--- src/rtl/spi_dac161_responder.sv ---
// SPI responder modelling the DAC161 command link: oversampled SPI frame decode, DAC/preregister/power-down state.
// Define SPI_DAC161_RESP_READBACK_EN to build the SDO readback path; otherwise sdo is tied low.

module spi_dac161_responder #(
    parameter int FRAME_BITS  = 24,
    parameter int SYNC_STAGES = 2
) (
    input  logic        clk,
    input  logic        rst,
    input  logic        sck,
    input  logic        csb,
    input  logic        sdi,
    output logic        sdo,
    input  logic        ldacb,
    input  logic        clrb,
    output logic [15:0] dac_code,
    output logic        dac_update,
    output logic        pd,
    output logic [7:0]  frame_err_cnt
);

    localparam logic [7:0] CMD_CLR   = 8'h01;
    localparam logic [7:0] CMD_WRUP  = 8'h10;
    localparam logic [7:0] CMD_SWB   = 8'h28;
    localparam logic [7:0] CMD_LDAC  = 8'h18;
    localparam logic [7:0] CMD_PD    = 8'h30;
    localparam logic [7:0] CMD_RDDO  = 8'h88;
    localparam logic [7:0] CMD_RDIN  = 8'h98;
    localparam logic [7:0] CMD_RDCFG = 8'h90;
    localparam logic [4:0] FRAME_CNT = 5'(FRAME_BITS);

    typedef enum logic [1:0] {
        ST_IDLE  = 2'd0,
        ST_SHIFT = 2'd1,
        ST_EXEC  = 2'd2
    } state_t;

    state_t r_state;
    state_t w_state_nxt;

    logic [SYNC_STAGES:0]   r_sck_q;
    logic [SYNC_STAGES:0]   r_csb_q;
    logic [SYNC_STAGES:0]   r_ldacb_q;
    logic [SYNC_STAGES:0]   r_clrb_q;
    logic [SYNC_STAGES-1:0] r_sdi_q;
    logic [FRAME_BITS-1:0]  r_shift;
    logic [4:0]             r_bitcnt;
    logic [15:0]            r_pre;
    logic [15:0]            r_dac;
    logic                   r_dac_update;
    logic                   r_pd;
    logic [7:0]             r_err_cnt;

    logic        w_sck_rise;
    logic        w_csb_fall;
    logic        w_csb_rise;
    logic        w_sdi_s;
    logic        w_ldacb_fall;
    logic        w_clrb_low;
    logic        w_clrb_fall;
    logic        w_exec;
    logic        w_frame_ok;
    logic        w_frame_bad;
    logic [7:0]  w_cmd;
    logic [15:0] w_data;

    assign w_sck_rise   =  r_sck_q[SYNC_STAGES-1] & ~r_sck_q[SYNC_STAGES];
    assign w_csb_fall   = ~r_csb_q[SYNC_STAGES-1] &  r_csb_q[SYNC_STAGES];
    assign w_csb_rise   =  r_csb_q[SYNC_STAGES-1] & ~r_csb_q[SYNC_STAGES];
    assign w_sdi_s      =  r_sdi_q[SYNC_STAGES-1];
    assign w_ldacb_fall = ~r_ldacb_q[SYNC_STAGES-1] & r_ldacb_q[SYNC_STAGES];
    assign w_clrb_low   = ~r_clrb_q[SYNC_STAGES-1];
    assign w_clrb_fall  = ~r_clrb_q[SYNC_STAGES-1] & r_clrb_q[SYNC_STAGES];
    assign w_exec       = (r_state == ST_EXEC);
    assign w_frame_ok   = w_exec && (r_bitcnt == FRAME_CNT);
    assign w_frame_bad  = w_exec && (r_bitcnt != FRAME_CNT);
    assign w_cmd        = r_shift[FRAME_BITS-1 -: 8];
    assign w_data       = r_shift[15:0];

    // Input synchronizers; csb and ldacb reset low so a line already low at release is not seen as a falling edge.
    always_ff @(posedge clk) begin
        if (rst) begin
            r_sck_q   <= '0;
            r_csb_q   <= '0;
            r_ldacb_q <= '0;
            r_clrb_q  <= '1;
            r_sdi_q   <= '0;
        end else begin
            r_sck_q   <= {r_sck_q[SYNC_STAGES-1:0], sck};
            r_csb_q   <= {r_csb_q[SYNC_STAGES-1:0], csb};
            r_ldacb_q <= {r_ldacb_q[SYNC_STAGES-1:0], ldacb};
            r_clrb_q  <= {r_clrb_q[SYNC_STAGES-1:0], clrb};
            r_sdi_q   <= {r_sdi_q[SYNC_STAGES-2:0], sdi};
        end
    end

    // Frame FSM state register.
    always_ff @(posedge clk) begin
        if (rst) begin
            r_state <= ST_IDLE;
        end else begin
            r_state <= w_state_nxt;
        end
    end

    // Frame FSM next state; a csb fall seen during EXEC chains straight into the next frame.
    always_comb begin
        w_state_nxt = r_state;
        case (r_state)
            ST_IDLE: begin
                if (w_csb_fall) w_state_nxt = ST_SHIFT;
                else            w_state_nxt = ST_IDLE;
            end
            ST_SHIFT: begin
                if (w_csb_rise) w_state_nxt = ST_EXEC;
                else            w_state_nxt = ST_SHIFT;
            end
            ST_EXEC: begin
                if (w_csb_fall) w_state_nxt = ST_SHIFT;
                else            w_state_nxt = ST_IDLE;
            end
            default: w_state_nxt = ST_IDLE;
        endcase
    end

    // Shift register and saturating bit counter.
    always_ff @(posedge clk) begin
        if (rst) begin
            r_shift  <= '0;
            r_bitcnt <= 5'd0;
        end else if (w_csb_fall) begin
            r_shift  <= '0;
            r_bitcnt <= 5'd0;
        end else if ((r_state == ST_SHIFT) && w_sck_rise) begin
            r_shift <= {r_shift[FRAME_BITS-2:0], w_sdi_s};
            if (r_bitcnt != 5'd31) r_bitcnt <= r_bitcnt + 5'd1;
        end
    end

    // Preregister / DAC register; clrb overrides a frame command, which in turn overrides an ldacb edge.
    always_ff @(posedge clk) begin
        if (rst) begin
            r_pre        <= 16'd0;
            r_dac        <= 16'd0;
            r_dac_update <= 1'b0;
        end else begin
            r_dac_update <= 1'b0;
            if (w_clrb_low) begin
                r_pre        <= 16'd0;
                r_dac        <= 16'd0;
                r_dac_update <= w_clrb_fall;
            end else if (w_frame_ok) begin
                case (w_cmd)
                    CMD_CLR: begin
                        r_pre        <= 16'd0;
                        r_dac        <= 16'd0;
                        r_dac_update <= 1'b1;
                    end
                    CMD_WRUP: r_pre <= w_data;
                    CMD_SWB: begin
                        r_pre        <= w_data;
                        r_dac        <= w_data;
                        r_dac_update <= 1'b1;
                    end
                    CMD_LDAC: begin
                        if (w_data[0]) begin
                            r_dac        <= r_pre;
                            r_dac_update <= 1'b1;
                        end
                    end
                    default: r_pre <= r_pre;
                endcase
            end else if (w_ldacb_fall) begin
                r_dac        <= r_pre;
                r_dac_update <= 1'b1;
            end
        end
    end

    // Power-down flag and malformed-frame counter.
    always_ff @(posedge clk) begin
        if (rst) begin
            r_pd      <= 1'b1;
            r_err_cnt <= 8'd0;
        end else begin
            if (w_frame_ok && (w_cmd == CMD_PD)) r_pd <= w_data[0];
            if (w_frame_bad && (r_err_cnt != 8'hFF)) r_err_cnt <= r_err_cnt + 8'd1;
        end
    end

    assign dac_code      = r_dac;
    assign dac_update    = r_dac_update;
    assign pd            = r_pd;
    assign frame_err_cnt = r_err_cnt;

`ifdef SPI_DAC161_RESP_READBACK_EN
    logic [23:0] r_rb;
    logic        r_sdo;
    logic        w_sck_fall;

    assign w_sck_fall = ~r_sck_q[SYNC_STAGES-1] & r_sck_q[SYNC_STAGES];

    // Readback register: loaded in EXEC by a read, otherwise cleared once the frame has consumed it.
    always_ff @(posedge clk) begin
        if (rst) begin
            r_rb  <= 24'd0;
            r_sdo <= 1'b0;
        end else begin
            if (w_exec) begin
                if (w_frame_ok) begin
                    case (w_cmd)
                        CMD_RDDO:  r_rb <= {CMD_RDDO, r_pre};
                        CMD_RDIN:  r_rb <= {CMD_RDIN, r_dac};
                        CMD_RDCFG: r_rb <= {CMD_RDCFG, 15'd0, r_pd};
                        default:   r_rb <= 24'd0;
                    endcase
                end else begin
                    r_rb <= 24'd0;
                end
            end else if ((r_state == ST_SHIFT) && w_sck_fall) begin
                r_rb <= {r_rb[22:0], 1'b0};
            end
            if ((r_state == ST_SHIFT) && w_sck_fall) r_sdo <= r_rb[22];
            else                                     r_sdo <= r_rb[23];
        end
    end

    assign sdo = r_sdo;
`else
    assign sdo = 1'b0;
`endif

endmodule
--- config.mk ---
export PLATFORM = sky130hd
export DESIGN_NAME = spi_dac161_responder
export DESIGN_NICKNAME = d
export VERILOG_FILES = /design/src/rtl/spi_dac161_responder.sv
export SDC_FILE = /design/constraint.sdc
export NUM_CORES = 1
export LEC_CHECK = 0
export BUFFER_PORTS_ARGS = -buffer_cell sky130_fd_sc_hd__buf_2
export CAP_MARGIN = 0
export CORE_MARGIN = 1
export CORE_UTILIZATION = 30
export DETAILED_ROUTE_END_ITERATION = 7
export PLACE_DENSITY_LB_ADDON = 0.25
export RECOVER_POWER = 25
export SYNTH_ARGS = -nofsm -noshare
export SYNTH_HDL_FRONTEND = slang
export SYNTH_SLANG_ARGS = --single-unit
export TNS_END_PERCENT = 50
--- constraint.sdc ---
create_clock -name clk -period 4.8 [get_ports clk]
set_input_delay 0.48 -clock clk [delete_from_list [all_inputs] [get_ports clk]]
set_output_delay 0.48 -clock clk [all_outputs]
set_load 0.02 [all_outputs]
==> flow_summary_export.csv <==
group,metric,value,unit
status,outcome,"finished clean",
layout,diodes,0,
worst_setup_path,slowest_stage,"o31ai_2",
clocking,htreeDepth,3,
layout,finalInstanceArea,4090,sq um
global_route,grt_pass1_wl,12.1,mm
die,fp.dieW,110,um
drt,met2_length,3.33,mm
worst_setup_path,cp-end-kind,"flop",
layout,regArea,1740,sq um
worst_setup_path,crit_fanout,10,
drt,wl_per_cell,13.2,um
die,initial_core_util,30.8,%
clocking,cts_tree,"yes",
drt,wl,7.18,mm
worst_setup_path,crit_chain,"inv_1 -> ha_1 -> nand4b_4 -> or2_1 -> o31ai_2 -> buf_4 -> a221oi_1 -> nor3_1",
clocking,cts.clk_slew.worst_paths,70,ps
die,die_area,12200,sq um
clocking,cts_sinks,87,
yosys,syn_inst,372,
timing,period_share,49.9,%
timing,fmax,0.417,GHz
worst_setup_path,critPathKind,"reg2reg",
place,place.gp.congestion,0.773,
yosys,seq_area_frac_synth,49.5,%
drt,ant_nets,0,
clocking,cts_setup_buffers,0,
drt,dr.pass1.iters,4,
timing,period_needed,2400,ps
die,coreArea,11400,sq um
drt,wl_met1,3.52,mm
drt,top_layer,"met4",
worst_setup_path,startpoint_type,"flop",
timing,rsz0062_at_grt,"false",
layout,drive_gt1_share,17.7,%
pwr,power_per_cell_area,378,nW/um^2
global_route,antenna_found_initial,0,
drt,route.met3.wl,253,um
clocking,root_buffer,"clkbuf_16",
pwr,power,1550,uW
yosys,synth_compound_area_share,15.9,%
global_route,grt_usage,13.0,%
yosys,synth-edff-count,0,
yosys,synthXorXnorAreaFrac,2.24,%
worst_setup_path,critPathBufInv,2,
timing,hold-worst-slack,319,ps
die,io_pins,34,
place,post-dp-hpwl,4.48,mm
yosys,synth_warnings,0,
timing,hold_viol_final,0,
yosys,synth.area.mux_share,0.853,%
timing,maxSlewHeadroom,23.1,%
drt,drc,0,
clocking,cts_resized,0,
timing,tightest_slew,1150,ps
layout,multi_input_area,1640,sq um
yosys,synth_cell_type_count,51,
worst_setup_path,cp_data_required_time,5070,ps
drt,initialDrtViolationCount,115,
yosys,synth_nets,383,
global_route,first_global_vias,2482,
clocking,ctsHoldBuffers,0,
yosys,post_synth.cell_area_avg,9.46,sq um
timing,finalWorstSetupSlack,2400,ps
drt,vias,2637,
timing,clock_skew,9.60,ps
yosys,ys_ff_latch,87,
yosys,synth_flop_cell,"dfxtp_1",
worst_setup_path,crit_path_max_incr_delay,740,ps
clocking,clkLatencyLatePin,340,ps
place,io_buffers,32,
layout,syn2layout_area_growth,16.2,%
pwr,ir_worst_vdd,224,uV
layout,final_common_cell,"dfxtp_1",
clocking,cts_inserted_buffers,9,
place,dpl-instance-area,3780,sq um
timing,setup_viol,0,
clocking,clock_path_buffers,2,
timing,report.final.slew_viol_count,0,
yosys,synth_top_family_by_area,"simple AND/OR/NAND/NOR gates",
job,drv_cap,0,
pwr,p_leak,0.00149,uW
global_route,grt_max_degree,33,
drt,via_per_inst,4.85,
die,die_y,110,um
timing,tns,0,ps
yosys,synthArstFlopShare,0,%
global_route,overflow,0,
yosys,synthSimpleGateAreaFrac,25.5,%
die,rows,39,
layout,num-fill-cells,1195,
layout,final_cell_mix,"dfxtp_1, nand2_1, nor2_1",
worst_hold_path,holdCritPathClass,"in2reg",
worst_setup_path,crit_arrival,2660,ps
yosys,synthAdderAreaFrac,1.42,%
worst_setup_path,path_delay_family,"compound AO/OA/AOI/OAI gates",
yosys,netlist_area,3520,sq um
layout,fin_nets,407,
place,dp_slack,2370,ps
-- path summary, 6_finish.rpt --
check	from	endpoint	slack, ps	depth (start not counted)
setup / recovery	r_bitcnt[0]	dac_code[1]	2400	8
hold reg to reg	r_clrb_q[0]	r_clrb_q[1]	400	1
setup reg to reg	r_bitcnt[0]	dac_code[1]	2400	8
hold / removal	clrb	r_clrb_q[0]	320	2
-- per-stage QoR --
step,instances,util [%]
after floorplan,372,-
after CTS,544,36.0
after global placement,528,33.1
final,544,35.8
after global routing,544,35.8
after detailed placement,528,33.1
-- cells by family after synthesis --
kind of cell / after synthesis
adders and majority gates: 4
AOI/OAI and AO/OA: 73
other: 1
buffers and inverters: 29
and+or+nand+nor: 166
DFF: 87
xor gates and xnor gates: 9
muxes: 3
-- registers in the layout, summed over array words and instances, names as in the netlist --
name,flops
r_bitcnt,5
r_sdi_q,2
r_sck_q,3
pd,1
dac_code,16
r_pre,16
r_ldacb_q,3
r_state,2
r_csb_q,3
dac_update,1
r_clrb_q,3
frame_err_cnt,8
r_shift,24
-- synthesized netlist by cell type, types with 2 or more instances --
library cell	number	area (sq um)
a22oi_1	16	120
o21ai_1	2	10.0
clkbuf_1	15	56.3
mux2i_1	3	30.0
xor2_1	7	61.3
nor2_1	47	176
buf_4	3	22.5
nor3_1	8	40.0
nand2_1	57	214
dfxtp_1	87	1740
a21oi_1	28	140
ha_1	4	50.1
a221oi_2	10	150
nor2b_1	11	68.8
xnor2_1	2	17.5
nand2b_1	6	37.5
or2_1	4	25.0
and4b_1	2	20.0
nand3_1	2	10.0
nor3_2	11	110
a31oi_1	2	12.5
inv_1	5	18.8
buf_2	3	15.0
or4_4	2	22.5
a221oi_1	6	52.6
nor2_8	2	40.0
nand4_1	3	18.8
-- power breakdown --
group          switching (uW)  internal, uW  total, uW
logic                    31.2          15.0       46.2
registers                4.15           731        735
clock network             293           473        766
total                     328          1220       1550
-- layout make-up --
type | count | area share, %
Multi-Input combinational cell | 256 | 40.1
Clock inverter | 6 | 2.26
Inverter | 5 | 0.459
Sequential cell | 87 | 42.6
Clock buffer | 10 | 5.84
Timing Repair Buffer | 37 | 4.43
Tap cell | 143 | 4.37
-- per-layer routing --
metal,track usage (%),vias up
li1,-,1335
met1,16.3,1246
met2,20.8,46
met3,3.82,10
met4,5.36,0
met5,0,-
No activity file was read; power rests on OpenSTA's default activity.
